`config.mk`:
```
export PLATFORM = sky130hd
export DESIGN_NAME = uart_rx_fsm
export DESIGN_NICKNAME = d
export VERILOG_FILES = /design/src/rtl/uart_rx_fsm.sv
export SDC_FILE = /design/constraint.sdc
export NUM_CORES = 1
export LEC_CHECK = 0
export ABC_AREA = 1
export BUFFER_PORTS_ARGS = -buffer_cell sky130_fd_sc_hd__buf_2
export CELL_PAD_IN_SITES_DETAIL_PLACEMENT = 1
export CELL_PAD_IN_SITES_GLOBAL_PLACEMENT = 1
export CORE_UTILIZATION = 45
export DETAILED_ROUTE_END_ITERATION = 6
export GPL_TIMING_DRIVEN = 0
export HOLD_SLACK_MARGIN = 0.02
export PLACE_DENSITY = 0.83
export SLEW_MARGIN = 5
export SYNTH_ARGS = -nofsm -noshare
export SYNTH_HDL_FRONTEND = slang
export SYNTH_SLANG_ARGS = --single-unit
```
`constraint.sdc`:
```
create_clock -name clk -period 2 [get_ports clk]
set_input_delay 0.3 -clock clk [delete_from_list [all_inputs] [get_ports clk]]
set_output_delay 0.3 -clock clk [all_outputs]
set_load 0.05 [all_outputs]
```
`src/rtl/uart_rx_fsm.sv`:
```
// rtl/uart_rx_fsm.sv - 8N1 UART receiver with mid-bit sampling, frame error and break handling
module uart_rx_fsm #(
  parameter int CLKS_PER_BIT      = 5208,
  parameter int CLK_COUNTER_WIDTH = $clog2(CLKS_PER_BIT),
  parameter int DATA_BITS         = 8
) (
  input  logic                 clk,
  input  logic                 rst,
  input  logic                 rx_in,
  output logic [DATA_BITS-1:0] data_out,
  output logic                 data_valid,
  output logic                 frame_err,
  output logic                 busy
);

  localparam int HALF  = CLKS_PER_BIT / 2;
  localparam int IDX_W = (DATA_BITS > 1) ? $clog2(DATA_BITS) : 1;

  localparam logic [CLK_COUNTER_WIDTH-1:0] HALF_M1  = CLK_COUNTER_WIDTH'(HALF - 1);
  localparam logic [CLK_COUNTER_WIDTH-1:0] BIT_M1   = CLK_COUNTER_WIDTH'(CLKS_PER_BIT - 1);
  localparam logic [IDX_W-1:0]             LAST_IDX = IDX_W'(DATA_BITS - 1);

  typedef enum logic [2:0] {
    S_IDLE,
    S_START,
    S_DATA,
    S_STOP,
    S_BREAK_WAIT
  } state_t;

  state_t                       state_q, state_d;
  logic [CLK_COUNTER_WIDTH-1:0] cnt_q, cnt_d;
  logic [IDX_W-1:0]             idx_q, idx_d;
  logic [DATA_BITS-1:0]         shift_q, shift_d;
  logic [DATA_BITS-1:0]         data_d;
  logic                         valid_d;
  logic                         err_d;
  logic                         rx_meta;
  logic                         rx_s;

  // Synchronizer flops reset to idle-high so reset release never looks like a start bit.
  always_ff @(posedge clk or negedge rst) begin
    if (!rst) begin
      rx_meta <= 1'b1;
      rx_s    <= 1'b1;
    end else begin
      rx_meta <= rx_in;
      rx_s    <= rx_meta;
    end
  end

  always_ff @(posedge clk or negedge rst) begin
    if (!rst) begin
      state_q    <= S_IDLE;
      cnt_q      <= '0;
      idx_q      <= '0;
      shift_q    <= '0;
      data_out   <= '0;
      data_valid <= 1'b0;
      frame_err  <= 1'b0;
    end else begin
      state_q    <= state_d;
      cnt_q      <= cnt_d;
      idx_q      <= idx_d;
      shift_q    <= shift_d;
      data_out   <= data_d;
      data_valid <= valid_d;
      frame_err  <= err_d;
    end
  end

  always_comb begin
    state_d = state_q;
    cnt_d   = cnt_q + 1'b1;
    idx_d   = idx_q;
    shift_d = shift_q;
    data_d  = data_out;
    valid_d = 1'b0;
    err_d   = 1'b0;

    case (state_q)
      S_IDLE: begin
        cnt_d = '0;
        idx_d = '0;
        if (!rx_s) state_d = S_START;
      end

      S_START: begin
        if (cnt_q == HALF_M1) begin
          cnt_d = '0;
          if (!rx_s) begin
            state_d = S_DATA;
            idx_d   = '0;
          end else begin
            state_d = S_IDLE;
          end
        end
      end

      S_DATA: begin
        if (cnt_q == BIT_M1) begin
          cnt_d          = '0;
          shift_d[idx_q] = rx_s;
          idx_d          = idx_q + 1'b1;
          if (idx_q == LAST_IDX) state_d = S_STOP;
        end
      end

      S_STOP: begin
        if (cnt_q == BIT_M1) begin
          cnt_d = '0;
          if (rx_s) begin
            data_d  = shift_q;
            valid_d = 1'b1;
            state_d = S_IDLE;
          end else begin
            err_d   = 1'b1;
            state_d = S_BREAK_WAIT;
          end
        end
      end

      // A held-low line must release before another start bit is accepted.
      S_BREAK_WAIT: begin
        cnt_d = '0;
        if (rx_s) state_d = S_IDLE;
      end

      default: begin
        state_d = S_IDLE;
        cnt_d   = '0;
        idx_d   = '0;
      end
    endcase
  end

  assign busy = (state_q != S_IDLE);

endmodule

```
==> flow_summary.ini <==
[drt]
dr_total_vias = 1651
antenna_left = 0
viasPerCell = 5.26
drc = 0
totalWireLength_um = 4520
first_pass_iters = 4
first_iter_violations = 99
routedWlPerCell_um = 14.4

[floorplanning]
io_pins = 14
start_util = 0.483
die-height_um = 68.7
dieArea_um2 = 4720
die_x_um = 68.7
core_area_um2 = 4140
num_rows = 23

[pwr]
irDropWorstVdd_v = 0.000455
p_leak_uw = 0.00111
cellPowerDensity_nw_per_um2 = 607
p_total_uw = 1350

[critical_path]
crit_chain = ha_1 -> nand2_1 -> nor2_1 -> nand3_2 -> nand2_2 -> nand2_2 -> and3_1
cpMaxStageDelayCell = dfrtp_1
max_stage_delay_ps = 390
path_buf_inv = 0
cpMostUsedCell = nand2_2
required_ps = 2180
worst-path-max-fanout = 8
crit_family = simple AND/OR/NAND/NOR gates
cp-end-kind = flop
start_kind = flop
r2r_setup_slack_ps = 280
arrival_ps = 1900
worst-setup-path-type = reg -> reg

[sta]
fmax_mhz = 582
drv_slew = 0
tightest_slew_ps = 856
final.period_utilization = 0.859
hold_violations = 0
fin_skew_ps = 7.11
slew_headroom = 0.429
tns_ps = 0
rsz0062_at_grt = no
setup_viol = 0
whs_ps = 97.0
min_period_ps = 1720

[logic_synthesis]
synth-xor-area-share = 0.0262
synth_seq_cells = 39
synth-compound-area-share = 0.0537
synth_top_family_by_area = simple AND/OR/NAND/NOR gates
syn_nets = 249
synthMuxAreaShare = 0
yosys.area_share.adder = 0.0187
yosys.area_share.simple = 0.354
synth-seq-area-share = 0.488
syn-cell-area_um2 = 2000
ys_types = 29
ys_warn_count = 0
syn_area_per_cell_um2 = 8.24
synthCells = 243

[clock_network]
cts_buffers = 5
clk_pin_slew_ps = 80
htree_levels = 2
cts_root_buf = clkbuf_8
cts_tree = done
cts_setup_buffers = 0
clkLatencyLatePin_ps = 300
ctsResizeCount = 0
postCtsHoldBufs = 0
numClockSinks = 39
cts_max_path_buffers = 2

[finish]
nNetsFinal = 269
antennaDiodeCount = 0
drive_above_1_share = 0.174
fillers = 527
syn_to_final_growth_pct = 10.8

[global_route]
grt_util_all_layers = 0.229
grt_max_degree = 40
antenna_found_initial = 0
grt-ovfl-total = 0
grt_pass1_wl_um = 7730
grt_pass1_vias = 1654

[flow_run]
maxCapViolations = 0

[outcome]
outcome = finished clean

[placement]
port-buffer-count = 13
gp_congestion = 0.845
dp_hpwl_um = 3300

[hold_path]
holdCritPathClass = in -> reg
per-stage QoR:
stage / area, um2 / util / cells / setup slack (ps)
6_report: 2220 / 0.536 / 314 / 282
3_5_place_dp: 2130 / 0.514 / 306 / 332
3_3_place_gp: 2130 / 0.514 / 306 / 358
5_1_grt: 2220 / 0.536 / 314 / 20.7
2_1_floorplan: 2000 / - / 243 / 590
4_1_cts: 2220 / 0.536 / 314 / 282
cell families (layout without fill, tap and decap cells):
logic type	after synthesis	count (layout)
DFF	39	39
xor gates and xnor gates	6	6
adders and majority gates	3	3
AOI/OAI and AO/OA	21	21
and+or+nand+nor	144	144
buffers and inverters	30	51
power breakdown:
part	switching [uW]	internal, uW
clock	288	243
sequential	0.578	792
combinational	21.9	3.60
total	310	1040
synthesized netlist by cell type:
library cell,number,area (um2)
dfrtp_1,37,926
buf_2,1,5.00
a21boi_0,1,7.51
ha_1,3,37.5
nor3b_2,1,12.5
nand3_1,24,120
o21ai_0,4,20.0
nand4_1,4,25.0
clkinv_4,1,8.76
nor2_2,2,12.5
nand3b_1,1,7.51
nor2_1,15,56.3
a21oi_1,9,45.0
and3_1,2,12.5
nor2_4,2,22.5
nand2_4,2,22.5
nor3_2,1,10.0
nand2_1,70,263
o21ai_1,7,35.0
nand3_2,2,20.0
xor2_1,5,43.8
nor3_4,2,32.5
inv_2,4,15.0
nor3_1,9,45.0
inv_1,24,90.1
nand2_2,5,31.3
dfstp_2,2,52.6
xnor2_1,1,8.76
nor3b_1,2,15.0
flip-flops by register name, indices dropped and copies added, names as in the netlist:
register / count
state_q: 3
rx_s: 1
shift_q: 8
frame_err: 1
cnt_q: 13
data_valid: 1
idx_q: 3
data_out: 8
rx_meta: 1
path summary, 6_finish.rpt:
check | start | endpoint | depth (start not counted)
min in group asynchronous | rst | shift_q[3]$_DFFE_PN0P_ | 1
max reg2reg | cnt_q[0]$_DFF_PN0_ | cnt_q[12]$_DFF_PN0_ | 7
max | cnt_q[0]$_DFF_PN0_ | cnt_q[12]$_DFF_PN0_ | 7
min reg2reg | rx_meta$_DFF_PN1_ | rx_s$_DFF_PN1_ | 0
min | rx_in | rx_meta$_DFF_PN1_ | 1
max in group asynchronous | rst | cnt_q[5]$_DFF_PN0_ | 1
metal layers:
metal,GRT usage,share of wire
met1,0.305,0.48
met2,0.365,0.47
met3,0.0526,0.037
met4,0.0816,0.017
met5,0,0
area by class of cell:
type                    instances  area [um2]  area share
clock buffers                   5        68.8      0.0310
multi-input cells             174         906       0.408
inverters                      29         114      0.0513
clock inverters                 3        20.0     0.00902
repair buffers                 13        65.1      0.0293
plain buffers                   1        5.00     0.00225
flip-flops and latches         39         978       0.441
well taps                      50        62.6      0.0282
cell usage in the layout, fill, tap and decap left out, drive strengths merged, types with 2 or more instances in the layout:
cell type	Yosys	final
nand3	26	26
a21oi	9	9
and3	2	2
buf	1	14
inv	28	28
nor3b	3	3
clkbuf	0	5
nand4	4	4
dfrtp	37	37
ha	3	3
clkinv	1	2
xor2	5	5
clkinvlp	0	2
dfstp	2	2
nor2	19	19
o21ai	11	11
nor3	12	12
nand2	77	77
No activity file was read; power rests on OpenSTA's default activity.
